===== config.mk =====
export PLATFORM = sky130hd
export DESIGN_NAME = aes_round_sequencer
export DESIGN_NICKNAME = d
export VERILOG_FILES = /design/src/rtl/aes_ctrl_pkg.sv /design/src/rtl/aes_round_sequencer_timer.sv /design/src/rtl/aes_round_sequencer.sv
export SDC_FILE = /design/constraint.sdc
export NUM_CORES = 1
export LEC_CHECK = 0
export ABC_AREA = 0
export CAP_MARGIN = 10
export CORE_ASPECT_RATIO = 1.1
export CORE_MARGIN = 2
export CORE_UTILIZATION = 49
export CTS_CLUSTER_SIZE = 12
export DETAILED_ROUTE_END_ITERATION = 6
export PLACE_DENSITY = 0.77
export SETUP_SLACK_MARGIN = 0.3
export SYNTH_ARGS = -nofsm -noshare
export SYNTH_HDL_FRONTEND = slang
export SYNTH_SLANG_ARGS = --single-unit

===== constraint.sdc =====
create_clock -name clk -period 2.75 [get_ports clk]
set_clock_uncertainty 0.15 [all_clocks]
set_input_delay 0.6875 -clock clk [delete_from_list [all_inputs] [get_ports clk]]
set_output_delay 0.6875 -clock clk [all_outputs]
set_load 0.02 [all_outputs]

===== src/rtl/aes_ctrl_pkg.sv =====
// Shared types, encodings and helpers for the AES round sequencer.
package aes_ctrl_pkg;

    typedef enum logic [2:0] {
        IDLE,
        INIT,
        MID,
        FINAL,
        DONE
    } seq_state_t;

    typedef enum logic [1:0] {
        KS_128  = 2'b00,
        KS_192  = 2'b01,
        KS_256  = 2'b10,
        KS_RSVD = 2'b11
    } key_size_t;

    // addRoundKey_stateMux encodings
    localparam logic [1:0] SM_INPUT = 2'b00;
    localparam logic [1:0] SM_FULL  = 2'b10;
    localparam logic [1:0] SM_FINAL = 2'b01;

    // Number of rounds for a key size; the reserved code falls back to AES-128
    function automatic logic [3:0] nr_for(key_size_t ks);
        logic [3:0] nr;
        case (ks)
            KS_192:  nr = 4'd12;
            KS_256:  nr = 4'd14;
            default: nr = 4'd10;
        endcase
        return nr;
    endfunction

endpackage


===== src/rtl/aes_round_sequencer_timer.sv =====
// Per-round cycle timer: counts 0..CYCLES_PER_ROUND-1 while run is high and
// flags the last cycle of each round with tick. With one cycle per round the
// counter never leaves 0 and tick simply follows run.
module round_timer #(
    parameter int CYCLES_PER_ROUND = 2,
    localparam int CW = (CYCLES_PER_ROUND > 1) ? $clog2(CYCLES_PER_ROUND) : 1
) (
    input  logic          clk,
    input  logic          reset,
    input  logic          run,
    output logic [CW-1:0] cyc,
    output logic          tick
);

    localparam logic [CW-1:0] LAST = CW'(CYCLES_PER_ROUND - 1);

    if (CYCLES_PER_ROUND < 1) begin : g_cpr_check
        $error("round_timer: CYCLES_PER_ROUND must be at least 1");
    end

    assign tick = run && (cyc == LAST);

    // Advance within a round, wrap on the final cycle, park at 0 when idle
    always_ff @(posedge clk) begin
        if (reset || !run || tick) begin
            cyc <= '0;
        end else begin
            cyc <= cyc + CW'(1);
        end
    end

endmodule


===== src/rtl/aes_round_sequencer.sv =====
// Multi-cycle AES round controller for the shared AddRoundKey/KeyExpansion
// datapath: AES-128/192/256, encrypt or decrypt, busy/done handshake.
module aes_round_sequencer
    import aes_ctrl_pkg::*;
#(
    parameter int CYCLES_PER_ROUND = 2,
    parameter int MAX_ROUNDS       = 14
) (
    input  logic                              clk,
    input  logic                              reset,
    input  logic                              load,
    input  logic [1:0]                        key_size,
    input  logic                              decrypt,
    output logic                              reg_en,
    output logic [$clog2(MAX_ROUNDS+1)-1:0]   round,
    output logic                              addRoundKey_keyMux,
    output logic                              genRoundKey_mux,
    output logic [1:0]                        addRoundKey_stateMux,
    output logic                              last_round,
    output logic                              busy,
    output logic                              done
);

    localparam int RW = $clog2(MAX_ROUNDS + 1);
    localparam int CW = (CYCLES_PER_ROUND > 1) ? $clog2(CYCLES_PER_ROUND) : 1;
    localparam logic [CW-1:0] LAST_CYC = CW'(CYCLES_PER_ROUND - 1);

    seq_state_t    state_q;
    seq_state_t    state_d;
    logic [RW-1:0] rnd_q;
    logic [RW-1:0] nr_q;
    logic          dec_q;
    logic          run;
    logic          tick;
    logic          accept;
    logic [CW-1:0] cyc;

    assign run    = (state_q == INIT) || (state_q == MID) || (state_q == FINAL);
    assign accept = (state_q == IDLE) && load;

    round_timer #(
        .CYCLES_PER_ROUND(CYCLES_PER_ROUND)
    ) u_timer (
        .clk  (clk),
        .reset(reset),
        .run  (run),
        .cyc  (cyc),
        .tick (tick)
    );

    // State register
    always_ff @(posedge clk) begin
        if (reset) begin
            state_q <= IDLE;
        end else begin
            state_q <= state_d;
        end
    end

    // Run configuration capture, executed-round counter and done flag
    always_ff @(posedge clk) begin
        if (reset) begin
            rnd_q  <= '0;
            nr_q   <= '0;
            dec_q  <= 1'b0;
            done   <= 1'b0;
        end else if (accept) begin
            rnd_q  <= '0;
            nr_q   <= RW'(nr_for(key_size_t'(key_size)));
            dec_q  <= decrypt;
            done   <= 1'b0;
        end else if (state_q == DONE) begin
            rnd_q  <= '0;
            done   <= 1'b1;
        end else if (tick && (state_q != FINAL)) begin
            rnd_q  <= rnd_q + RW'(1);
        end
    end

    // Next-state logic: each busy state advances only on the round tick
    always_comb begin
        state_d = state_q;
        case (state_q)
            IDLE:  if (load) state_d = INIT;
            INIT:  if (tick) state_d = (nr_q > RW'(1)) ? MID : FINAL;
            MID:   if (tick && (rnd_q == nr_q - RW'(1))) state_d = FINAL;
            FINAL: if (tick) state_d = DONE;
            DONE:  state_d = IDLE;
            default: state_d = IDLE;
        endcase
    end

    // Datapath controls decoded from state, round count and direction
    always_comb begin
        reg_en               = 1'b0;
        round                = '0;
        addRoundKey_keyMux   = 1'b0;
        genRoundKey_mux      = 1'b0;
        addRoundKey_stateMux = SM_INPUT;
        last_round           = 1'b0;
        busy                 = 1'b0;
        if (run) begin
            busy   = 1'b1;
            reg_en = (cyc == LAST_CYC);
            round  = dec_q ? (nr_q - rnd_q) : rnd_q;
        end
        case (state_q)
            MID: begin
                genRoundKey_mux      = (rnd_q != RW'(1));
                addRoundKey_stateMux = SM_FULL;
                addRoundKey_keyMux   = 1'b1;
            end
            FINAL: begin
                genRoundKey_mux      = 1'b1;
                addRoundKey_stateMux = SM_FINAL;
                addRoundKey_keyMux   = 1'b1;
                last_round           = 1'b1;
            end
            default: begin
            end
        endcase
    end

endmodule


==> impl_metrics.toml <==
[worst_setup_path]
critical-path-max-stage-delay_ps = 390
path_max_fanout = 3
worst-endpoint-required_ps = 1910
critical_path_launch_point_type = "flop"
critPathCaptureType = "primary output"
worstPathBufferInverterCount = 1
timing.setup.critical_path_class = "flop to primary output"
cp_slowest_cell = "dfxtp_1"
critical_path_cell_list = "ha_4 -> a21oi_2 -> and4b_1 -> o211ai_1 -> o31ai_2 -> buf_4"
critical-path-top-delay-family = "flip-flops"
worst-endpoint-arrival_ps = 1720

[synthesis]
synthesized_flop_and_latch_total = 13
yosysWarningCount = 0
fraction_of_synthesized_cell_area_in_xor_and_xnor_cells_pct = 8.223
synthDominantAreaCellType = "dfxtp_1"
synth_fp_nets = 114
synth-async-reset-ratio_pct = 0
synth.cell_area_um2 = 852.1
synth.area.mux_share_pct = 2.349
synthesis.area_per_instance_um2 = 8.521
synth_area_in_compound_gates_pct = 12.63
yosys.area_share.simple_pct = 25.99
post-synth-top-count-cell = "nor2_1"
synth_enable_flop_cells = 0
ys_dominant_reg_cell = "dfxtp_1"
synth_top_area_share_pct = 30.54
post_syn_instances = 100
synth_cell_type_count = 35
synthTopCellsByCount = "nor2_1 (17), dfxtp_1 (13), inv_1 (9)"
synth_top_family_by_area = "simple AND/OR/NAND/NOR gates"
top_cells_by_area_in_the_synthesized_netlist = "dfxtp_1 (31%), ha_1 (10%), nor2_1 (7.5%)"
synth-seq-area-share_pct = 30.54
synth-adder-area-share_pct = 12.63

[routing]
route.detailed.vias_per_inst = 5.556
starting_drc_count_in_detailed_routing = 21
antenna_left = 0
route.final.wire_length_mm = 1.989
drt_pass1_iterations = 4
wire_per_inst_um = 13.81
via_count = 800
detail_route.drc_violations = 0

[sta]
layout_setup_ws_ps = 196.0
rsz_0062_raised_after_global_routing = "true"
period_minus_slack_ps = 2554
final-max-slew-violation-count = 0
timing.final.crit_share_pct = 92.87
finalSetupViolations = 0
maxClockFrequency_ghz = 0.3915
tightest_slew_ps = 410.0
slew-limit-headroom_pct = 72.58
final_setup_tns_ps = 0
final_hold_violating_endpoints = 0
worst_hold_slack_ps = 323.3

[floorplan]
io-pin-count = 18
die_area_um2 = 2089
rows = 15
die_w_um = 43.76
initial_core_util_pct = 53.41
design.core.area_um2 = 1595
die_h_um = 47.74

[power]
power-per-cell-area_nw_per_um2 = 418.4
leakage_uw = 0.0004951
ir_worst_vdd_v = 0.0003333

[clock_tree]
total_cts_buffers = 3
clock_tree.buffer_depth = 2
insertion_delay_ps = 280
cts_tree = "done"
cts-root-buf = "clkbuf_4"
cts_hold_buffers = 0
cts.sink_count = 13
worst_setup_hold_path_clk_slew_ps = 80
cts-htree-levels = 1

[global_routing]
globalRoute.totalOverflow = 0
first_global_vias = 703
grt.total_usage_pct = 20.19
pin_count_of_the_biggest_net_entering_global_routing = 11
grt_antenna_before_repair = 0
grt_first_pass_wirelength_mm = 3.063

[finish]
fraction_of_layout_cells_with_a_size_suffix_above_1_pct = 30.71
fill_cells = 124
area.growth.synth_to_final_pct = 34.21
number_of_antenna_repair_diodes = 0
final_nets = 142

[placed_design]
gp_congestion = 0.8296
pre_cts_ws_ps = -17.69
post-dp-hpwl_mm = 1.422
io_buffer_count = 17

[outcome]
status = "finished, final reports clean"

[hold_path]
hold_class = "flop to flop"

[flow_run]
cap_viol_max_count = 0
## cell families (layout without fill, tap and decap cells)
kind of cell    after synthesis  in the layout
fa+ha+maj                     8              8
flops                        13             13
compound gates               15             15
xor+xnor                      8              8
buf+inv                      14             41
simple gates                 40             40
mux                           2              2
## metal layers
metal | global-route usage (%) | up-vias | routed length, um
li1 | - | 391 | -
met1 | 25.34 | 363 | 808
met2 | 33.53 | 38 | 976
met3 | 3.396 | 8 | 149
met4 | 10.91 | 0 | 54
met5 | 0 | - | 0
## sequential cells by signal (all words and copies together), names as in the netlist
name	flops
state_q	3
u_timer.cyc	1
rnd_q	4
done	1
dec_q	1
nr_q	3
## area by class of cell
class                           count  area (um2)  share of cell area [%]
Tap cell                           17       21.27                   1.860
Clock buffer                        4       26.28                   2.298
Multi-Input combinational cell     73       575.6                   50.33
Timing Repair Buffer               28       220.2                   19.26
Sequential cell                    13       266.5                   23.30
Inverter                            9       33.78                   2.954
## final timing paths
check	startpoint	endpoint	slack, ps	cells after the start
hold reg to reg	u_timer.cyc$_SDFF_PP0_	u_timer.cyc$_SDFF_PP0_	320	1
setup / recovery	nr_q[2]$_SDFFE_PP0P_	round[3]	200	6
hold / removal	u_timer.cyc$_SDFF_PP0_	u_timer.cyc$_SDFF_PP0_	320	1
setup reg to reg	nr_q[2]$_SDFFE_PP0P_	state_q[0]$_SDFFE_PP0P_	1110	7
## worst reg2reg max path, cell delays in order (launching register included)
cell and delay, ps:
dfxtp_1 390, buf_4 140, inv_1 40, ha_1 300
xnor2_1 150, a21oi_1 120, o2111ai_1 120, a21oi_1 150
## metrics by stage
step | power [uW] | instance area (um2) | utilization (%) | cells
6_report | 478.5 | 1144 | 71.69 | 144
5_1_grt | 509.8 | 1144 | 71.69 | 144
4_1_cts | 465.7 | 1094 | 68.55 | 141
3_5_place_dp | 347.1 | 1077 | 67.53 | 137
3_3_place_gp | 342.7 | 1077 | 67.53 | 137
2_1_floorplan | 302.2 | 857.1 | - | 100
## cells in the final DEF (no fill, tap or decap), drive strengths merged
| master | count |
|---|---|
| nand2 | 3 |
| a21oi | 4 |
| inv | 9 |
| a22oi | 1 |
| nand2b | 2 |
| nor3 | 5 |
| mux2i | 2 |
| dlygate4sd2 | 4 |
| clkdlybuf4s50 | 6 |
| nor4 | 1 |
| fa | 1 |
| nor4b | 1 |
| clkbuf | 8 |
| or2b | 1 |
| nand3b | 1 |
| dfxtp | 13 |
| ha | 7 |
| or3b | 1 |
| o2111ai | 1 |
| xnor2 | 7 |
| nand3 | 1 |
| or2 | 1 |
| xor2 | 1 |
| nor3b | 1 |
| and4b | 1 |
| a31oi | 1 |
| o21ai | 2 |
| nor2 | 18 |
| o211ai | 1 |
| and2 | 3 |
| o31ai | 1 |
| buf | 14 |
| a211oi | 4 |
## power breakdown
part	internal (uW)	total (uW)	switching, uW
Combinational	69.9	149	79.0
Sequential	199	211	11.9
Clock	56.3	119	62.6
Total	325	478	154
## timing repair
| action | CTS | global route |
|---|---|---|
| buffers inserted | 0 | 3 |
| pin swaps | 2 | 4 |
| setup endpoints to repair | 11 | 7 |
| resized for setup | 26 | 21 |
(Power assumes the default switching activity.)
